===== config.mk =====
export PLATFORM = sky130hd
export DESIGN_NAME = wb_master_if_flat
export DESIGN_NICKNAME = d
export VERILOG_FILES = /design/src/rtl/wb_master_if_if.sv /design/src/rtl/wb_master_if.sv /design/src/flat_wrapper.sv
export SDC_FILE = /design/constraint.sdc
export NUM_CORES = 1
export LEC_CHECK = 0
export CAP_MARGIN = 20
export CORE_UTILIZATION = 58
export DETAILED_ROUTE_END_ITERATION = 7
export GPL_TIMING_DRIVEN = 0
export HOLD_SLACK_MARGIN = 0.05
export PLACE_DENSITY = 0.84
export SYNTH_ARGS = -nofsm -noshare
export SYNTH_HDL_FRONTEND = slang
export SYNTH_SLANG_ARGS = --single-unit

===== constraint.sdc =====
create_clock -name CLK_I -period 7.3 [get_ports CLK_I]
set_input_delay 1.46 -clock CLK_I [delete_from_list [all_inputs] [get_ports CLK_I]]
set_output_delay 1.46 -clock CLK_I [all_outputs]
set_load 0.05 [all_outputs]

===== src/rtl/wb_master_if_if.sv =====
// Bundle of the local command/response ports and the Wishbone classic master bus.
// master modport: the initiator (wb_master_if); slave modport: local logic + Wishbone slave side.
// Ports: cmd_* (valid/ready command in), rsp_* (valid/ready response out), Wishbone ADR/DAT/WE/STB/CYC/ACK.
interface wb_master_if_if;
  logic        cmd_valid;
  logic        cmd_ready;
  logic        cmd_we;
  logic [31:0] cmd_addr;
  logic [31:0] cmd_wdata;
  logic        rsp_valid;
  logic        rsp_ready;
  logic [31:0] rsp_rdata;
  logic        rsp_err;
  logic [31:0] ADR_O;
  logic [31:0] DAT_O;
  logic [31:0] DAT_I;
  logic        WE_O;
  logic        STB_O;
  logic        CYC_O;
  logic        ACK_I;

  modport master (
    input  cmd_valid, cmd_we, cmd_addr, cmd_wdata, rsp_ready, DAT_I, ACK_I,
    output cmd_ready, rsp_valid, rsp_rdata, rsp_err, ADR_O, DAT_O, WE_O, STB_O, CYC_O
  );

  modport slave (
    output cmd_valid, cmd_we, cmd_addr, cmd_wdata, rsp_ready, DAT_I, ACK_I,
    input  cmd_ready, rsp_valid, rsp_rdata, rsp_err, ADR_O, DAT_O, WE_O, STB_O, CYC_O
  );
endinterface


===== src/rtl/wb_master_if.sv =====
// Wishbone classic single-transfer initiator with a CMD_DEPTH-entry command FIFO.
// Latency: push -> STB_O on the second edge; ACK_I sampled -> rsp_valid on the next edge.
// Backpressure: cmd_ready = !full; a held response (rsp_ready=0) blocks new bus cycles.
// Ports: CLK_I, RST_I (async, active-high), bus (wb_master_if_if.master: cmd_*, rsp_*, Wishbone).
module wb_master_if #(
  parameter int CMD_DEPTH = 4,
  parameter int TIMEOUT   = 64
) (
  input  logic           CLK_I,
  input  logic           RST_I,
  wb_master_if_if.master bus
);
  localparam int AW = $clog2(CMD_DEPTH);
  localparam int CW = $clog2(TIMEOUT);

  typedef struct packed {
    logic        we;
    logic [31:0] addr;
    logic [31:0] wdata;
  } cmd_t;

  typedef enum logic [1:0] {IDLE, BUS, RESP} state_t;

  // Command FIFO
  cmd_t          mem [CMD_DEPTH];
  logic [AW-1:0] wr_ptr;
  logic [AW-1:0] rd_ptr;
  logic [AW:0]   count;
  logic          full;
  logic          empty;
  logic          push;
  logic          pop;
  cmd_t          head;
  cmd_t          wr_entry;

  // FSM and registered outputs
  state_t        state_q, state_d;
  logic [CW-1:0] tmo_q, tmo_d;
  logic [31:0]   adr_q, adr_d;
  logic [31:0]   dat_q, dat_d;
  logic [31:0]   rdata_q, rdata_d;
  logic          we_q, we_d;
  logic          cyc_q, cyc_d;
  logic          rvld_q, rvld_d;
  logic          err_q, err_d;

  assign full     = (count == (AW+1)'(CMD_DEPTH));
  assign empty    = (count == '0);
  // A full FIFO refuses the push even when the FSM pops in the same cycle.
  assign push     = bus.cmd_valid && !full;
  assign head     = mem[rd_ptr];
  assign wr_entry = '{we: bus.cmd_we, addr: bus.cmd_addr, wdata: bus.cmd_wdata};

  always_ff @(posedge CLK_I) begin
    if (push) mem[wr_ptr] <= wr_entry;
  end

  always_ff @(posedge CLK_I or posedge RST_I) begin
    if (RST_I) begin
      wr_ptr <= '0;
      rd_ptr <= '0;
      count  <= '0;
    end else begin
      if (push) wr_ptr <= wr_ptr + AW'(1);
      if (pop)  rd_ptr <= rd_ptr + AW'(1);
      count <= count + (AW+1)'(push) - (AW+1)'(pop);
    end
  end

  always_ff @(posedge CLK_I or posedge RST_I) begin
    if (RST_I) begin
      state_q <= IDLE;
      tmo_q   <= '0;
      adr_q   <= '0;
      dat_q   <= '0;
      we_q    <= 1'b0;
      cyc_q   <= 1'b0;
      rvld_q  <= 1'b0;
      err_q   <= 1'b0;
      rdata_q <= '0;
    end else begin
      state_q <= state_d;
      tmo_q   <= tmo_d;
      adr_q   <= adr_d;
      dat_q   <= dat_d;
      we_q    <= we_d;
      cyc_q   <= cyc_d;
      rvld_q  <= rvld_d;
      err_q   <= err_d;
      rdata_q <= rdata_d;
    end
  end

  always_comb begin
    state_d = state_q;
    tmo_d   = tmo_q;
    adr_d   = adr_q;
    dat_d   = dat_q;
    we_d    = we_q;
    cyc_d   = cyc_q;
    rvld_d  = rvld_q;
    err_d   = err_q;
    rdata_d = rdata_q;
    pop     = 1'b0;
    case (state_q)
      IDLE: begin
        // A slave that still holds ACK_I from the last transfer must release
        // it first, otherwise the stale ACK would complete the new cycle.
        if (!empty && !bus.ACK_I) begin
          pop     = 1'b1;
          adr_d   = head.addr;
          dat_d   = head.wdata;
          we_d    = head.we;
          cyc_d   = 1'b1;
          tmo_d   = '0;
          state_d = BUS;
        end
      end
      BUS: begin
        tmo_d = tmo_q + CW'(1);
        // ACK is checked first so it wins over a coincident timeout.
        if (bus.ACK_I) begin
          cyc_d   = 1'b0;
          rvld_d  = 1'b1;
          err_d   = 1'b0;
          rdata_d = we_q ? '0 : bus.DAT_I;
          state_d = RESP;
        end else if (tmo_q == CW'(TIMEOUT - 1)) begin
          cyc_d   = 1'b0;
          rvld_d  = 1'b1;
          err_d   = 1'b1;
          rdata_d = '0;
          state_d = RESP;
        end
      end
      RESP: begin
        if (bus.rsp_ready) begin
          rvld_d  = 1'b0;
          state_d = IDLE;
        end
      end
      default: state_d = IDLE;
    endcase
  end

  assign bus.cmd_ready = !full;
  assign bus.ADR_O     = adr_q;
  assign bus.DAT_O     = dat_q;
  assign bus.WE_O      = we_q;
  // STB_O and CYC_O are identical for single classic transfers.
  assign bus.CYC_O     = cyc_q;
  assign bus.STB_O     = cyc_q;
  assign bus.rsp_valid = rvld_q;
  assign bus.rsp_err   = err_q;
  assign bus.rsp_rdata = rdata_q;
endmodule


===== src/flat_wrapper.sv =====
// flat-port wrapper written by rule: the top's interface ports become plain ports
module wb_master_if_flat 
#(
  parameter int CMD_DEPTH = 4,
  parameter int TIMEOUT   = 64
)
  (CLK_I, RST_I, bus_cmd_valid, bus_cmd_we, bus_cmd_addr, bus_cmd_wdata, bus_rsp_ready, bus_DAT_I, bus_ACK_I, bus_cmd_ready, bus_rsp_valid, bus_rsp_rdata, bus_rsp_err, bus_ADR_O, bus_DAT_O, bus_WE_O, bus_STB_O, bus_CYC_O);
  wb_master_if_if bus_i ();
  input  logic CLK_I;
  input  logic RST_I;
  input wire logic [$bits(bus_i.cmd_valid)-1:0] bus_cmd_valid;
  input wire logic [$bits(bus_i.cmd_we)-1:0] bus_cmd_we;
  input wire logic [$bits(bus_i.cmd_addr)-1:0] bus_cmd_addr;
  input wire logic [$bits(bus_i.cmd_wdata)-1:0] bus_cmd_wdata;
  input wire logic [$bits(bus_i.rsp_ready)-1:0] bus_rsp_ready;
  input wire logic [$bits(bus_i.DAT_I)-1:0] bus_DAT_I;
  input wire logic [$bits(bus_i.ACK_I)-1:0] bus_ACK_I;
  output wire logic [$bits(bus_i.cmd_ready)-1:0] bus_cmd_ready;
  output wire logic [$bits(bus_i.rsp_valid)-1:0] bus_rsp_valid;
  output wire logic [$bits(bus_i.rsp_rdata)-1:0] bus_rsp_rdata;
  output wire logic [$bits(bus_i.rsp_err)-1:0] bus_rsp_err;
  output wire logic [$bits(bus_i.ADR_O)-1:0] bus_ADR_O;
  output wire logic [$bits(bus_i.DAT_O)-1:0] bus_DAT_O;
  output wire logic [$bits(bus_i.WE_O)-1:0] bus_WE_O;
  output wire logic [$bits(bus_i.STB_O)-1:0] bus_STB_O;
  output wire logic [$bits(bus_i.CYC_O)-1:0] bus_CYC_O;
  assign bus_i.cmd_valid = bus_cmd_valid;
  assign bus_i.cmd_we = bus_cmd_we;
  assign bus_i.cmd_addr = bus_cmd_addr;
  assign bus_i.cmd_wdata = bus_cmd_wdata;
  assign bus_i.rsp_ready = bus_rsp_ready;
  assign bus_i.DAT_I = bus_DAT_I;
  assign bus_i.ACK_I = bus_ACK_I;
  assign bus_cmd_ready = bus_i.cmd_ready;
  assign bus_rsp_valid = bus_i.rsp_valid;
  assign bus_rsp_rdata = bus_i.rsp_rdata;
  assign bus_rsp_err = bus_i.rsp_err;
  assign bus_ADR_O = bus_i.ADR_O;
  assign bus_DAT_O = bus_i.DAT_O;
  assign bus_WE_O = bus_i.WE_O;
  assign bus_STB_O = bus_i.STB_O;
  assign bus_CYC_O = bus_i.CYC_O;
  wb_master_if #(.CMD_DEPTH(CMD_DEPTH), .TIMEOUT(TIMEOUT)) u_core (.CLK_I(CLK_I), .RST_I(RST_I), .bus(bus_i));
endmodule

==> results.txt, run 1 <==
The flow ran to the end, and the final reports show no timing, DRC or antenna violations. Counting the fill cells in the layout gives 1437. The max-cap violation count was 0; the longest individual stage delay on the worst path was 0.44 ns.

The register-to-register path setup slack was 4.64 ns. The area enclosed by the die boundary came out at 25200 um2. The fraction of registers with async set/reset was 30.7%; the maximum number of pins on one net before global-route repair was 65.

The detail-routed via count per cell was 5.62. The worst setup path category was in2reg. STA classifies the critical path startpoint as an input port.

For the clock sink count, the log shows 375. The highest clock frequency the design can meet came out at 280 MHz. The residual antenna-violating net count after detailed routing was 0. The worst path in the final design needs a cycle of 3.57 ns, including I/O delays and setup. The run gives 54.4% as the relative slew slack. STA puts the critical path data required time at 7.69 ns. The run gives 0 as the post-CTS repair timing setup buffer count.

Cell with the biggest individual delay on the critical path: sky130_fd_sc_hd__clkdlybuf4s50_1. For the number of nets in the layout, the log shows 1064. The height of the die is 159 um. The x dimension of the die was 159 um; the max-slew violation count was 0. Setup violations remaining at the end of the flow were counted as 0. Of the total power, the share spent switching nets is 35.8%.

Together, buffers and inverters on the worst path number 3. The logs give 0.0237 ns for the post-route clock skew and 37.7% for the relative contribution of sequential cells to total power. Summed over all nets, the half-perimeter wirelength after detailed placement is 18400 um.

Total power: 8.42 mW. The number of global-route vias before repair came out at 8018. Among the stages of the critical path, the cell type that occurs most often is sky130_fd_sc_hd__ha_1.

Global routing used 23.6% of the available tracks. Walking the worst path, the cells encountered are clkdlybuf4s50_1, or3_4, nor2_4, buf_6, ha_1, inv_1, ha_1, fa_1, xor2_1, xnor2_1. The first TritonRoute pass finished after 5 iterations. The area growth from synthesis to layout is 26.3%. Yosys attributes the largest share of cell area to sky130_fd_sc_hd__edfxtp_1 (55%), sky130_fd_sc_hd__dfrtp_1 (20%), sky130_fd_sc_hd__mux4_2 (10%), sky130_fd_sc_hd__mux2_2 (3.0%), sky130_fd_sc_hd__mux2_4 (2.9%). Measured on the finished design, the core utilization comes to 74.3%. Clock tree synthesis inserted a total of 37 buffers.

The sequential fraction of the synthesis area came out at 74.9%. The type of the tightest min-delay check is reg2reg. The arrival time at the worst endpoint came out at 3.96 ns. Power spread over the standard cell area amounts to 467 nW/um2. The biggest area contributor in the post-synthesis netlist is sky130_fd_sc_hd__edfxtp_1. For this run, the number of Yosys warnings is 0. The tools report the number of failing hold endpoints at the final stage as 0.

After detailed routing, the number of remaining DRC violations is 0. The initial detailed-routing violation count is 528, and the number of enable-type register cells in the synthesized netlist is 260. The depth of the CTS H-tree is 2.

The tools report the switching power total as 3.02 mW. Summing every instance area after synthesis gives 14300 um2. Total via count after detailed routing: 7346.

Top cell type's share of synthesized area: 54.7%. The critical path capture point type was a flip-flop. The tools report the clock tree root driver cell as sky130_fd_sc_hd__clkbuf_16. Gates resized during post-CTS repair numbered 0.

Aggregate global routing overflow: 0. The first global-routing pass estimated 45000 um of wire. Number of buffers added on ports: 203. The run gives 6.60 nW as the leakage power. The post-synthesis register bit count works out to 375. After detailed routing, the average wire length per cell comes to 22.1 um. TritonCTS built the clock tree. The number of antenna diodes in the final layout is 0.

Of the cells placed in the final design, the portion with a size suffix greater than 1 is 22.1%. The maximum clock insertion buffer count was 3. The clock-pin transition on the worst setup and hold timing paths came out at 0.06 ns.

In this run, the clock network consumes 21.7% of the power. The cell family contributing the most delay on the critical path is adder cells. The transition time of the tightest slew-check pin is 0.683 ns. Setup repair after global routing left no endpoint under its margin. The number of hold buffers added after CTS was 0. The cell internal power dissipation was 5.40 mW; the final-layout setup total negative slack was 0 ns.

The mean post-synth cell area is 20.2 um2. Along the worst path, the maximum fanout reaches 10. For the distinct cell type count after synthesis, the log shows 43. The placer's final routability congestion estimate was 0.917.

The run gives 204 as the top-level I/O count. Clock latency on the worst-skew pair: 0.52 ns. The initial utilization of the core area, before any placement, comes to 58.8%. Summed over all layers, the routed wires come to 28900 um.

The share of total power dissipated in combinational logic is 40.5%. Synthesis produced 707 cells. The region available for standard cell placement spans 24200 um2.

The number of antenna violations at the first check in global routing was 1; the maximum ir drop on the vdd rail was 0.000311 V. In the finished design, the share of the clock period the worst path needs comes to 49.0%. When the netlist entered floorplanning its net count stood at 817. The run gives 57 as the count of standard-cell rows. Among all flip-flop cells after synthesis, the most frequent one is sky130_fd_sc_hd__edfxtp_1.
[path summary, 6_finish.rpt]
path | from | endpoint | cells past startpoint
worst max-delay path | bus_ACK_I | u_core.count[2]$_DFF_PP0_ | 10
max in group asynchronous | RST_I | u_core.bus.ADR_O[2]$_DFFE_PP0P_ | 3
worst min-delay path | u_core.tmo_q[5]$_DFFE_PP0P_ | u_core.tmo_q[5]$_DFFE_PP0P_ | 1
worst min register to register | u_core.tmo_q[5]$_DFFE_PP0P_ | u_core.tmo_q[5]$_DFFE_PP0P_ | 1
worst max register to register | u_core.state_q[0]$_DFFE_PP0P_ | u_core.count[2]$_DFF_PP0_ | 9
min in group asynchronous | RST_I | u_core.bus.rsp_rdata[16]$_DFFE_PP0P_ | 2
[sequential cells by signal (all words and copies together) (netlist names)]
name and flops:
u_core.bus.CYC_O 1, u_core.bus.rsp_err 1, u_core.bus.WE_O 1, u_core.bus.ADR_O 32, u_core.state_q 2, u_core.bus.rsp_rdata 32
u_core.count 3, u_core.mem 260, u_core.rd_ptr 2, u_core.bus.rsp_valid 1, u_core.bus.DAT_O 32, u_core.tmo_q 6
u_core.wr_ptr 2
[layer usage]
metal | GRT usage, % | part of all wire, % | wire length (um) | vias to the layer above
li1 | - | - | - | 3258
met5 | 0 | 0 | 0 | -
met2 | 40.8 | 51 | 14800 | 282
met3 | 6.09 | 7.4 | 2130 | 45
met1 | 29.4 | 39 | 11300 | 3761
met4 | 6.66 | 2.2 | 649 | 0
[Yosys cell counts (2+ instances only)]
library cell and count:
sky130_fd_sc_hd__inv_1 42, sky130_fd_sc_hd__and3_1 2, sky130_fd_sc_hd__buf_2 7, sky130_fd_sc_hd__xor2_1 3, sky130_fd_sc_hd__o21a_1 3, sky130_fd_sc_hd__nand2_1 36
sky130_fd_sc_hd__and2_1 4, sky130_fd_sc_hd__buf_6 8, sky130_fd_sc_hd__clkbuf_1 18, sky130_fd_sc_hd__mux4_2 65, sky130_fd_sc_hd__xnor2_1 2, sky130_fd_sc_hd__mux2_2 38
sky130_fd_sc_hd__o32ai_1 32, sky130_fd_sc_hd__mux2_4 28, sky130_fd_sc_hd__nand3_1 2, sky130_fd_sc_hd__dfrtp_1 115, sky130_fd_sc_hd__mux2i_1 2, sky130_fd_sc_hd__ha_1 7
sky130_fd_sc_hd__a21oi_1 5, sky130_fd_sc_hd__buf_12 3, sky130_fd_sc_hd__edfxtp_1 260, sky130_fd_sc_hd__o21ai_0 4
[stage by stage]
step | setup slack (ns) | instance area (um2) | hold slack, ns | cells
final | 3.73 | 18000 | 0.488 | 1306
after global routing | 3.65 | 18000 | 0.508 | 1306
after CTS | 3.72 | 18000 | 0.485 | 1306
after detailed placement | 3.19 | 16800 | 0.477 | 1239
after global placement | 0.688 | 16700 | 0.457 | 1234
after floorplan | 2.80 | 14300 | 0.432 | 707
[cells by family (layout without fill, tap and decap cells)]
| logic type | Yosys count | in the layout | share of synthesized area [%] |
|---|---|---|---|
| AOI/OAI and AO/OA | 50 | 50 | 2.75 |
| xor gates and xnor gates | 5 | 5 | 0.307 |
| adders and majority gates | 8 | 8 | 0.754 |
| buffers and inverters | 81 | 356 | 3.06 |
| DFF | 375 | 375 | 74.9 |
| muxes | 133 | 133 | 16.3 |
| and+or+nand+nor | 55 | 55 | 1.89 |
[area by class of cell]
cell class,instances,area [um2],share of cell area (%)
tap,324,405,2.25
multi-input combinational,251,3160,17.5
timing repair buffer,208,2160,12.0
buffer,39,279,1.55
inverter,42,163,0.903
clock buffer,51,1030,5.71
clock inverter,16,144,0.798
sequential,375,10700,59.3
[power groups by stage]
stage	combinational [mW]	clock (mW)	sequential (mW)
2_1_floorplan	1.42	0	4.11
3_3_place_gp	3.32	0	3.21
3_5_place_dp	3.44	0	3.21
4_1_cts	3.45	1.86	3.18
5_1_grt	3.58	1.93	3.23
6_report	3.41	1.83	3.18
[cell usage in the layout, fill, tap and decap left out, drive strengths merged, types with 2 or more instances in the layout]
master | netlist | layout
a21oi | 5 | 5
and2 | 4 | 4
and3 | 2 | 2
buf | 21 | 26
bufinv | 0 | 2
clkbuf | 18 | 69
clkdlybuf4s50 | 0 | 203
clkinv | 0 | 10
dfrtp | 115 | 115
edfxtp | 260 | 260
ha | 7 | 7
inv | 42 | 45
mux2 | 66 | 66
mux2i | 2 | 2
mux4 | 65 | 65
nand2 | 36 | 36
nand3 | 2 | 2
nor2 | 2 | 2
o21a | 3 | 3
o21ai | 4 | 4
o32ai | 32 | 32
or3 | 2 | 2
xnor2 | 2 | 2
xor2 | 3 | 3
Note: power is estimated with default switching activity, not from simulation.
==> run 2, diff against run 1 <==
- CORE_UTILIZATION: 58 -> 49
- PLACE_DENSITY: 0.84 -> 0.76
- clock period: 7.3 -> 3.1 ns (I/O delays scaled with it)
==> run 2 against run 1 <==
Critical path depth unchanged. Worst hold slack got worse by 0.015 ns. First-iteration DRC count is 23% lower. Non-clock buffer count grew 2. Largest cell class unchanged. Largest power group unchanged.
==> results.txt, run 2 (synthesized netlist as in run 1, its figures left out) <==
The run finished with clean final reports. The critical path is of the in2reg type. The flip-flop count of the largest register, all copies and words added was 260 (unchanged); the detail-routed via count per cell was 5.31 (-5.7%).

The number of inserted filler cells in the final layout was 1965 (+37%); the aggregate global routing overflow was 0 (unchanged). The number of buffers added on ports is 203 (unchanged). X dimension of the die: 173 um (+8.7%).

The switching power as a share of total power works out to 34.8% (-1.1 points). The leakage power came out at 6.70 nW (+1.4%). The tools report the area of the core region as 28700 um2 (+18%). Relative slew slack: 53.0% (-1.4 points).

The footprint of the multi-input gates is 3160 um2 (unchanged). The number of failing hold endpoints at the final stage is 0 (unchanged). The logs give 0.868 (-5.3%) for the placer's final routability congestion estimate and 0.51 ns (about the same) for the clock latency on the worst-skew pair.

The logs give 3.13 ns (-0.83 ns) for the arrival time at the worst endpoint and 0.000788 V (+150%) for the maximum ir drop on the vdd rail. In the layout the commonest cells are sky130_fd_sc_hd__edfxtp_1 (260), sky130_fd_sc_hd__clkdlybuf4s50_1 (203), sky130_fd_sc_hd__dfrtp_1 (115), sky130_fd_sc_hd__mux4_2 (65). Timing would allow up to 366 MHz.

For the data required time at the worst endpoint, the log shows 3.50 ns (-4.19 ns). The cell count of the worst reg-to-reg path was 9 (unchanged); the clock sink count was 375 (unchanged). The areal power density over the cells was 1110 nW/um2 (+140%). The run gives 28200 um (-2.5%) as the total wire length after detailed routing.

The largest fanout on the critical path is 10 (unchanged), and the cell internal power dissipation is 13.2 mW (+140%). The area growth from synthesis to layout was 28.3%. The total of endpoints with negative setup slack in the final report was 0 (unchanged); the clock-pin transition on the worst setup and hold timing paths was 0.06 ns (about the same).

The logs give 19.6% (-4.0 points) for the aggregate global-route resource usage and 49.7% (-9.1 points) for the initial standard-cell utilization of the core. The portion of total power attributed to combinational logic came out at 39.4% (-1.1 points). The run gives 2 (unchanged) as the depth of the CTS H-tree. The tools report the residual antenna-violating net count after detailed routing as 0 (unchanged). The start of the worst register-to-register path is u_core.state_q[0]$_DFFE_PP0P_. The top-level I/O count came out at 204 (unchanged). Number of buffers added by the clock tree synthesis step: 38 (+2.7%). Setup repair after global routing left no endpoint under its margin.

The count of standard-cell rows came out at 62 (+8.8%). The post-route clock skew came out at 0.0135 ns (-0.0102 ns). First-pass iteration count of the detailed router: 4 (-1). The maximum clock insertion buffer count was 3 (unchanged). TritonCTS built the clock tree. The transition time of the tightest slew-check pin is 0.705 ns (+0.0214 ns). The cell sitting at the root of the clock tree is a sky130_fd_sc_hd__clkbuf_16. Critical path capture point type: a flip-flop. The smallest clock period supported by the final layout is computed as 2.73 ns. For the switching power total, the log shows 7.03 mW (+130%). In this run the worst hold path is classified as reg2reg. u_core.mem holds more flip-flops than any other register.

The height of the die is 173 um (+8.7%), and the number of global-route vias before repair is 7966 (-0.65%). The area enclosed by the die boundary was 29800 um2 (+18%); the number of stages on the worst hold path was 1 (unchanged). The worst setup path is launched from an input port. The maximum number of pins on one net before global-route repair came out at 48 (-26%).

The post-cts repair resize count is 0 (unchanged), and the number of hold buffers added after cts is 0 (unchanged). The worst slack at placement came out at -0.164 ns (-3.35 ns). The initial detailed-routing violation count came out at 406 (-23%).

The fraction of final layout cells sized beyond drive strength 1 was 22.5% (+0.39 points); the total via count after detailed routing was 7280 (-0.90%). The logs give 10700 um2 (unchanged) for the combined flip-flop and latch cell area and 1067 (+0.28%) for the number of nets in the layout. The first-pass GRT wire length was 44900 um (-0.12%); the max-cap violation count was 0 (unchanged).

Leaving out fill and tap cells, the most frequent cell in the layout is sky130_fd_sc_hd__edfxtp_1. The max-slew violation count came out at 0 (unchanged). The relative contribution of sequential cells to total power is 37.0% (-0.7 points), and the part of the total power dissipated in the clock network is 23.6% (+1.9 points). The launch point of the worst path was bus_ACK_I. The final-layout setup total negative slack is 0 ns (unchanged).

The register-to-register path setup slack came out at 0.46 ns (-4.18 ns). Following the worst setup path forward leads to its endpoint at u_core.count[2]$_DFF_PP0_. The detailed-placement wirelength estimate was 18000 um (-2.2%). The worst register-to-register path ends at u_core.count[2]$_DFF_PP0_. The tools report the number of remaining DRC errors as 0 (unchanged).

The logs give 1 (unchanged) for the number of antenna violations at the first check in global routing and 0.368 ns (-3.36 ns) for the slack of the critical path. The routed length per instance came out at 20.5 um (-7.2%). The final period utilization is 88.1%. Post-CTS repair timing setup buffer count: 0 (unchanged).
-- run 2: worst max-delay path, stage by stage --
cell	delay (ns)
sky130_fd_sc_hd__clkdlybuf4s50_1	0.46
sky130_fd_sc_hd__or3_4	0.39
sky130_fd_sc_hd__nor2_4	0.33
sky130_fd_sc_hd__buf_6	0.24
sky130_fd_sc_hd__ha_1	0.15
sky130_fd_sc_hd__inv_1	0.04
sky130_fd_sc_hd__ha_1	0.19
sky130_fd_sc_hd__fa_1	0.40
sky130_fd_sc_hd__xor2_1	0.18
sky130_fd_sc_hd__xnor2_1	0.13
-- run 2: final cells by class --
class / instances / area share (%)
clock inverters: 20 / 1.33
flip-flops and latches: 375 / 58.4
multi-input cells: 251 / 17.2
repair buffers: 210 / 12.0
clock buffers: 50 / 5.96
inverters: 42 / 0.882
well taps: 384 / 2.63
plain buffers: 39 / 1.52
diodes: 1 / 0.0137
-- run 2: worst min path at each step --
stage	endpoint	slack (ns)	startpoint
after CTS	u_core.tmo_q[5]$_DFFE_PP0P_	0.47	u_core.tmo_q[5]$_DFFE_PP0P_
final	u_core.tmo_q[5]$_DFFE_PP0P_	0.47	u_core.tmo_q[5]$_DFFE_PP0P_
after floorplan	u_core.tmo_q[5]$_DFFE_PP0P_	0.43	u_core.tmo_q[5]$_DFFE_PP0P_
after global routing	u_core.tmo_q[5]$_DFFE_PP0P_	0.48	u_core.tmo_q[5]$_DFFE_PP0P_
after detailed placement	u_core.tmo_q[5]$_DFFE_PP0P_	0.47	u_core.tmo_q[5]$_DFFE_PP0P_
after global placement	u_core.tmo_q[5]$_DFFE_PP0P_	0.46	u_core.tmo_q[5]$_DFFE_PP0P_
-- run 2: power by group through the flow --
stage | Sequential [mW] | Combinational, mW | Clock [mW]
detailed placement | 7.56 | 8.07 | 0
finish | 7.48 | 7.97 | 4.78
CTS | 7.49 | 8.10 | 4.88
floorplan | 9.67 | 3.36 | 0
global placement | 7.60 | 7.84 | 0
global route | 7.63 | 8.43 | 5.07
-- run 2: stage by stage --
step	util (%)	instance area [um2]	power, mW	hold WS [ns]	instances
finish	63.8	18300	20.2	0.474	1372
global route	63.7	18300	21.1	0.485	1371
CTS	63.7	18300	20.5	0.475	1371
detailed placement	59.1	17000	15.6	0.467	1301
global placement	58.5	16800	15.4	0.463	1294
floorplan	-	14300	13.0	0.432	707
-- run 2: routing by layer --
metal  global-route usage (%)  part of all wire [%]  wire length, um
met5                        0                     0                0
met4                     4.61                   1.7              466
met3                     5.23                   6.6             1850
met2                     32.5                    50            14000
met1                     25.9                    42            11900
